**src/rtl/color_fsm_decoder.sv**
```systemverilog
//------------------------------------------------------------------------------
// color_fsm_decoder
//
// Receive-side inverse of the two-state Color Mealy encoder (Blue=0, Red=1,
// reset state Red). Each accepted 2-bit encoder output symbol is mapped back
// to the encoder input symbol that produced it, using a mirror copy of the
// encoder state. Symbols the encoder cannot emit from the mirror state are
// dropped, flagged with a one-cycle err pulse and counted.
//
// Optional build macro:
//   COLOR_FSM_DECODER_RESYNC_EN - when defined, an illegal symbol forces the
//                                 mirror state back to Red (encoder reset
//                                 state); otherwise the mirror state holds.
//
// Ports:
//   clk        in   rising-edge clock
//   rst        in   synchronous active-high reset
//   sym_valid  in   encoder symbol present on sym
//   sym        in   [1:0] encoder output symbol
//   sym_ready  out  decoder can accept sym this cycle
//   dec_valid  out  reconstructed symbol present on dec_in
//   dec_in     out  [1:0] reconstructed encoder input
//   dec_ready  in   downstream consumes dec_in this cycle
//   state      out  mirror state (0=Blue, 1=Red)
//   err        out  one-cycle pulse after an illegal symbol
//   err_clr    in   clears err_count
//   err_count  out  [CNT_WIDTH-1:0] saturating illegal-symbol count
//------------------------------------------------------------------------------
module color_fsm_decoder #(
   parameter int CNT_WIDTH = 8
) (
   input  logic                 clk,
   input  logic                 rst,
   input  logic                 sym_valid,
   input  logic [1:0]           sym,
   output logic                 sym_ready,
   output logic                 dec_valid,
   output logic [1:0]           dec_in,
   input  logic                 dec_ready,
   output logic                 state,
   output logic                 err,
   input  logic                 err_clr,
   output logic [CNT_WIDTH-1:0] err_count
);

   typedef enum logic {
      ST_BLUE = 1'b0,
      ST_RED  = 1'b1
   } color_e;

   localparam logic [CNT_WIDTH-1:0] CNT_MAX = {CNT_WIDTH{1'b1}};

   color_e                 state_q, state_d;
   logic                   dec_valid_q, dec_valid_d;
   logic [1:0]             dec_in_q, dec_in_d;
   logic                   err_q, err_d;
   logic [CNT_WIDTH-1:0]   err_count_q, err_count_d;

   logic                   accept_s;
   logic                   legal_s;
   logic [1:0]             dec_val_s;
   color_e                 next_state_s;
   logic [CNT_WIDTH-1:0]   cnt_base_s;

   // Single output register: a new symbol fits if the slot is empty or drains now.
   assign sym_ready = !dec_valid_q || dec_ready;
   assign accept_s  = sym_valid && sym_ready;

   // Inverse encoder table: legality, reconstructed input and next mirror state.
   always_comb begin
      legal_s      = 1'b0;
      dec_val_s    = 2'h0;
      next_state_s = state_q;
      case ({state_q, sym})
         {ST_RED, 2'h2}: begin
            legal_s      = 1'b1;
            dec_val_s    = 2'h0;
            next_state_s = ST_RED;
         end
         {ST_RED, 2'h1}: begin
            legal_s      = 1'b1;
            dec_val_s    = 2'h1;
            next_state_s = ST_BLUE;
         end
         {ST_BLUE, 2'h2}: begin
            legal_s      = 1'b1;
            dec_val_s    = 2'h1;
            next_state_s = ST_RED;
         end
         default: begin
            legal_s      = 1'b0;
            dec_val_s    = 2'h0;
            next_state_s = state_q;
         end
      endcase
   end

   // Next-state logic for mirror state, output slot, error pulse and counter.
   always_comb begin
      state_d     = state_q;
      dec_valid_d = dec_valid_q;
      dec_in_d    = dec_in_q;
      err_d       = 1'b0;

      // Clear is applied before a same-cycle increment.
      if (err_clr) begin
         cnt_base_s = '0;
      end else begin
         cnt_base_s = err_count_q;
      end
      err_count_d = cnt_base_s;

      if (accept_s && legal_s) begin
         state_d     = next_state_s;
         dec_valid_d = 1'b1;
         dec_in_d    = dec_val_s;
      end else if (accept_s) begin
         err_d = 1'b1;
`ifdef COLOR_FSM_DECODER_RESYNC_EN
         state_d = ST_RED;
`else
         state_d = state_q;
`endif
         if (cnt_base_s != CNT_MAX) begin
            err_count_d = cnt_base_s + CNT_WIDTH'(1);
         end else begin
            err_count_d = cnt_base_s;
         end
         // An illegal accept only happens with a free slot; drain it if consumed.
         if (dec_valid_q && dec_ready) begin
            dec_valid_d = 1'b0;
         end else begin
            dec_valid_d = dec_valid_q;
         end
      end else if (dec_valid_q && dec_ready) begin
         dec_valid_d = 1'b0;
      end else begin
         dec_valid_d = dec_valid_q;
      end
   end

   // State and output registers with synchronous reset.
   always_ff @(posedge clk) begin
      if (rst) begin
         state_q     <= ST_RED;
         dec_valid_q <= 1'b0;
         dec_in_q    <= 2'h0;
         err_q       <= 1'b0;
         err_count_q <= '0;
      end else begin
         state_q     <= state_d;
         dec_valid_q <= dec_valid_d;
         dec_in_q    <= dec_in_d;
         err_q       <= err_d;
         err_count_q <= err_count_d;
      end
   end

   assign state     = state_q;
   assign dec_valid = dec_valid_q;
   assign dec_in    = dec_in_q;
   assign err       = err_q;
   assign err_count = err_count_q;

endmodule

```
**config.mk**
```make
export PLATFORM = sky130hd
export DESIGN_NAME = color_fsm_decoder
export DESIGN_NICKNAME = d
export VERILOG_FILES = /design/src/rtl/color_fsm_decoder.sv
export SDC_FILE = /design/constraint.sdc
export NUM_CORES = 1
export LEC_CHECK = 0
export CAP_MARGIN = 5
export CORE_ASPECT_RATIO = 0.75
export CORE_UTILIZATION = 31
export DETAILED_ROUTE_END_ITERATION = 10
export SLEW_MARGIN = 15
export SYNTH_ARGS = -nofsm -noshare
export SYNTH_HDL_FRONTEND = slang
export SYNTH_SLANG_ARGS = --single-unit
```
**constraint.sdc**
```tcl
create_clock -name clk -period 2.1 [get_ports clk]
set_input_delay 0.63 -clock clk [delete_from_list [all_inputs] [get_ports clk]]
set_output_delay 0.63 -clock clk [all_outputs]
set_load 0.05 [all_outputs]
```
# After elaboration in Yosys (flattened, before gate mapping)
# Index checks and enable logic that the tools add are counted.
# op_classes
n_mux,10
n_mul,0
add_sub_neg,1
n_div,0
shift,0
n_lt_le_gt_ge,0
n_bitwise,0
n_eq_ne,4
reduce_logical,12
# ops
operator,count
$mux W8,4
$add A8 B1 Y8 const B,1
$ne A8 B8 Y1 const B,1
$eq A3 B3 Y1 const B,2
$reduce_or A2 Y1,3
$mux W1,5
$reduce_bool A2 Y1,2
$eq A3 B2 Y1 const B,1
$logic_and A1 B1 Y1,3
$reduce_or A3 Y1,1
$pmux W1 S2,1
$reduce_and A2 Y1,1
$logic_not A1 Y1,1
$logic_or A1 B1 Y1,1
# word_totals
in_bits,7
mem_bits_rw,0
output_inout_bits,14
romBits,0
elab_cells,32
n_memories,0
latch_bits,0
regBits,13

# Logic depth before layout (Yosys ltp)
# logic_depth
ltp_word,5
ltp_mapped,5
ltp_nobuf,4

# Least setup slack after synthesis
# Ideal clock, no wire load.
# synth_path
kind,in2reg
from,input dec_ready
to,"register err_count_q[5], in the netlist err_count[5]"
t_arrival_ps,1780
cell_stages,5
setup_time_ps,70
path_buffers,1
setup_slack_ps,250
cell_sequence,nand2b_1 -> buf_4 -> o2111ai_4 -> or4_1 -> a21oi_1
# synth_via
elab_chain_len,4
elab_cells_between_ends,5
classes_between,mux: 2; reduce/logical: 3
# synth_lines
item,line,text
from (decl),39,"input logic dec_ready,"
$logic_or A1 B1 Y1 *,66,assign sym_ready = !dec_valid_q || dec_ready;
named net sym_ready,36,"output logic sym_ready,"
$logic_and A1 B1 Y1 *,67,assign accept_s = sym_valid && sym_ready;
$mux W8 or $logic_and A1 B1 Y1 (tied branches),"117, 113",
$mux W8 *,113,if (accept_s && legal_s) begin
to (signal assigned),155,err_count_q <= err_count_d;
to (decl),57,"logic [CNT_WIDTH-1:0] err_count_q, err_count_d;"
# The timed path passes the listed nets; every way through them passes the cells marked *.
# A chain may end at the register's enable or synchronous reset.

# Worst setup path in the final report
# layout_path
from,input dec_ready
to,output sym_ready
# layout_via
elab_chain_len,1
# layout_lines
item,line
$logic_or A1 B1 Y1,66
to (decl),36
# Every way passes these cells.

==> impl_metrics.py <==
metrics = {
    "clock_network": {
        "clkSlewWorstSetupHoldPaths_ps": 70,
        "cts_sinks": 12,
        "clk_latency_ps": 270,
        "tritoncts": "done",
        "clockBufferDepth": 2,
        "root_buffer": "clkbuf_4",
        "cts_hold_buffers": 0,
        "cts.htree.levels": 1,
        "numCtsBuffers": 3,
    },
    "global_route": {
        "grt_pass1_wl_mm": 2.55,
        "gr-total-overflow": 0,
        "antenna_found_initial": 0,
        "grt_pass1_vias": 552,
        "grt_max_degree": 8,
        "track_usage_pct": 17.6,
    },
    "sta": {
        "hold_violations": 0,
        "setup_slack_ps": 31.2,
        "setup_viol": 0,
        "fmax_ghz": 0.483,
        "slew_viol_final": 0,
        "holdWs_ps": 515,
        "clock_skew_ps": 1.67,
        "finalCritPeriodShare_pct": 98.5,
        "fin_crit_ps": 2070,
        "rsz0062_at_grt": "no",
    },
    "setup_path": {
        "crit_arrival_ps": 1440,
        "crit_type": "in2out",
        "r2r.worst_path.cells": 4,
        "end_kind": "output pin",
        "reg2reg_to": "err_count[5]",
        "cp_max_fo": 2,
        "r2r_start": "err_count[0]",
        "crit_start": "dec_ready",
        "endpoint": "sym_ready",
        "crit_required_ps": 1470,
        "rrSetupSlack_ps": 560,
        "start_kind": "input pin",
    },
    "yosys": {
        "synth_edf_count": 0,
        "ys_seq_area_share_pct": 38.6,
        "syn-instance-count": 70,
        "synthesis.area_um2": 622,
        "ys.flop_type": "dfxtp_1",
        "synth_cell_types": 34,
        "synth_seq_cells": 12,
        "syn_nets": 77,
        "syn-mean-instance-area_um2": 8.88,
        "yosys_warnings": 0,
        "async_flop_share_pct": 0,
    },
    "finish": {
        "multi_input_area_um2": 367,
        "seqCellArea_um2": 240,
        "area_growth_pct": 51.1,
        "final.fill_count": 195,
        "nets": 112,
        "fin_cells": 125,
        "final_design_area_no_fill_um2": 940,
        "drive_gt1_share_pct": 34.0,
        "n_antenna_cell": 0,
    },
    "min_path": {
        "min_path_type": "reg2reg",
    },
    "placement": {
        "preCtsSetupSlack_ps": -116,
        "dp_hpwl_mm": 1.24,
        "globalplace.congestion": 0.826,
        "place_area_um2": 903,
        "numPortBuffers": 19,
        "dp.cells": 121,
    },
    "die": {
        "fp.dieW_um": 53.7,
        "initial_core_util_pct": 34.4,
        "dieArea_um2": 2190,
        "ios": 21,
        "fp.dieH_um": 40.8,
        "core_um2": 1810,
        "core.rowCount": 13,
    },
    "route": {
        "wire_per_inst_um": 12.9,
        "drtPass1Iterations": 4,
        "detail-route-antenna-nets": 0,
        "vias": 655,
        "wirelength_mm": 1.61,
        "avgViaCountPerCell": 5.24,
        "drt_iter0_drc": 11,
        "drc": 0,
    },
    "pwr": {
        "power.density_nw_per_um2": 534,
        "power_uw": 501,
        "ir_worst_vdd_v": 0.000281,
        "leakagePower_nw": 0.365,
    },
    "run_status": {
        "status": "complete, no violations",
    },
    "job": {
        "maxCapViolCount": 0,
    },
}
[state kept, by name, summed over array words and instances (netlist names)]
register and flops:
state 1, dec_in 1, err_count 8, err 1
dec_valid 1
[cell families (layout without fill, tap and decap cells)]
group                  after synthesis  in the layout  share of synthesized area (%)
DFF                                 12             12                           38.6
other                                1              1                          0.603
buffers and inverters                4             37                           3.62
muxes                                1              1                           1.61
and+or+nand+nor                     29             29                           28.0
AOI/OAI and AO/OA                   23             23                           27.6
[metrics by stage]
stage | util [%] | setup TNS (ps)
global placement | 50.0 | -327
global route | 52.0 | 0
finish | 52.0 | 0
CTS | 52.0 | 0
detailed placement | 50.0 | -469
floorplan | - | 0
[layout by cell type, fill, tap and decap left out, drive strengths merged, types with 2 or more instances in the layout]
master         Yosys  layout
o21ai              4       4
nor3               3       3
nand2              4       4
clkbuf             0       3
or2                3       3
nand3              4       4
nand2b             3       3
a41oi              2       2
dfxtp             12      12
clkdlybuf4s50      0       7
nor2               3       3
a31oi              2       2
buf                3      25
a21oi              6       6
a211oi             3       3
nor4               2       2
[how the worst min path moves through the flow]
| stage | start | to | slack [ps] | depth (start not counted) |
|---|---|---|---|---|
| floorplan | rst | dec_in[0] | 700 | 1 |
| global placement | err_count[3] | err_count[3] | 500 | 1 |
| detailed placement | err_count[3] | err_count[3] | 500 | 1 |
| CTS | err_count[3] | err_count[3] | 520 | 1 |
| global route | err_count[3] | err_count[3] | 530 | 1 |
| finish | err_count[3] | err_count[3] | 510 | 1 |
[synth_stat cells (all sizes together), types with 2 or more instances]
library cell,number,area share [%]
dfxtp,12,39
a21oi,6,4.8
nand2,4,2.4
nand3,4,3.2
o21ai,4,3.2
a211oi,3,3.6
buf,3,3.0
nand2b,3,3.8
nor2,3,1.8
nor3,3,2.4
or2,3,3.4
a31oi,2,2.0
a41oi,2,2.8
nor4,2,2.0
[layout make-up]
type                       instances  area share, %
tap                               22           2.93
sequential                        12           25.6
multi-input combinational         54           39.0
clock buffer                       3           2.40
timing repair buffer              33           29.7
inverter                           1          0.399
[worst max-delay path: stages]
cell	delay, ps
clkdlybuf4s50_1	400
nand2b_4	140
buf_4	130
buf_12	140
[power by group]
group | switching (mW) | internal (mW) | leakage [nW]
Clock | 0.0752 | 0.0664 | 0.0138
Sequential | 0.00816 | 0.234 | 0.0975
Combinational | 0.0657 | 0.0514 | 0.254
[layer usage]
| layer | vias up | GRT usage (%) | part of all wire (%) |
|---|---|---|---|
| met2 | 19 | 27.5 | 43 |
| met5 | - | 0 | 0 |
| met1 | 294 | 22.1 | 51 |
| met4 | 0 | 6.58 | 0.50 |
| met3 | 2 | 6.67 | 5.5 |
| li1 | 340 | - | - |
[what timing repair did]
action,4_1_cts,5_1_grt
setup endpoints to repair,1,0
resized for setup,3,0
setup buffers,1,0
Note: power is estimated with default switching activity, not from simulation.
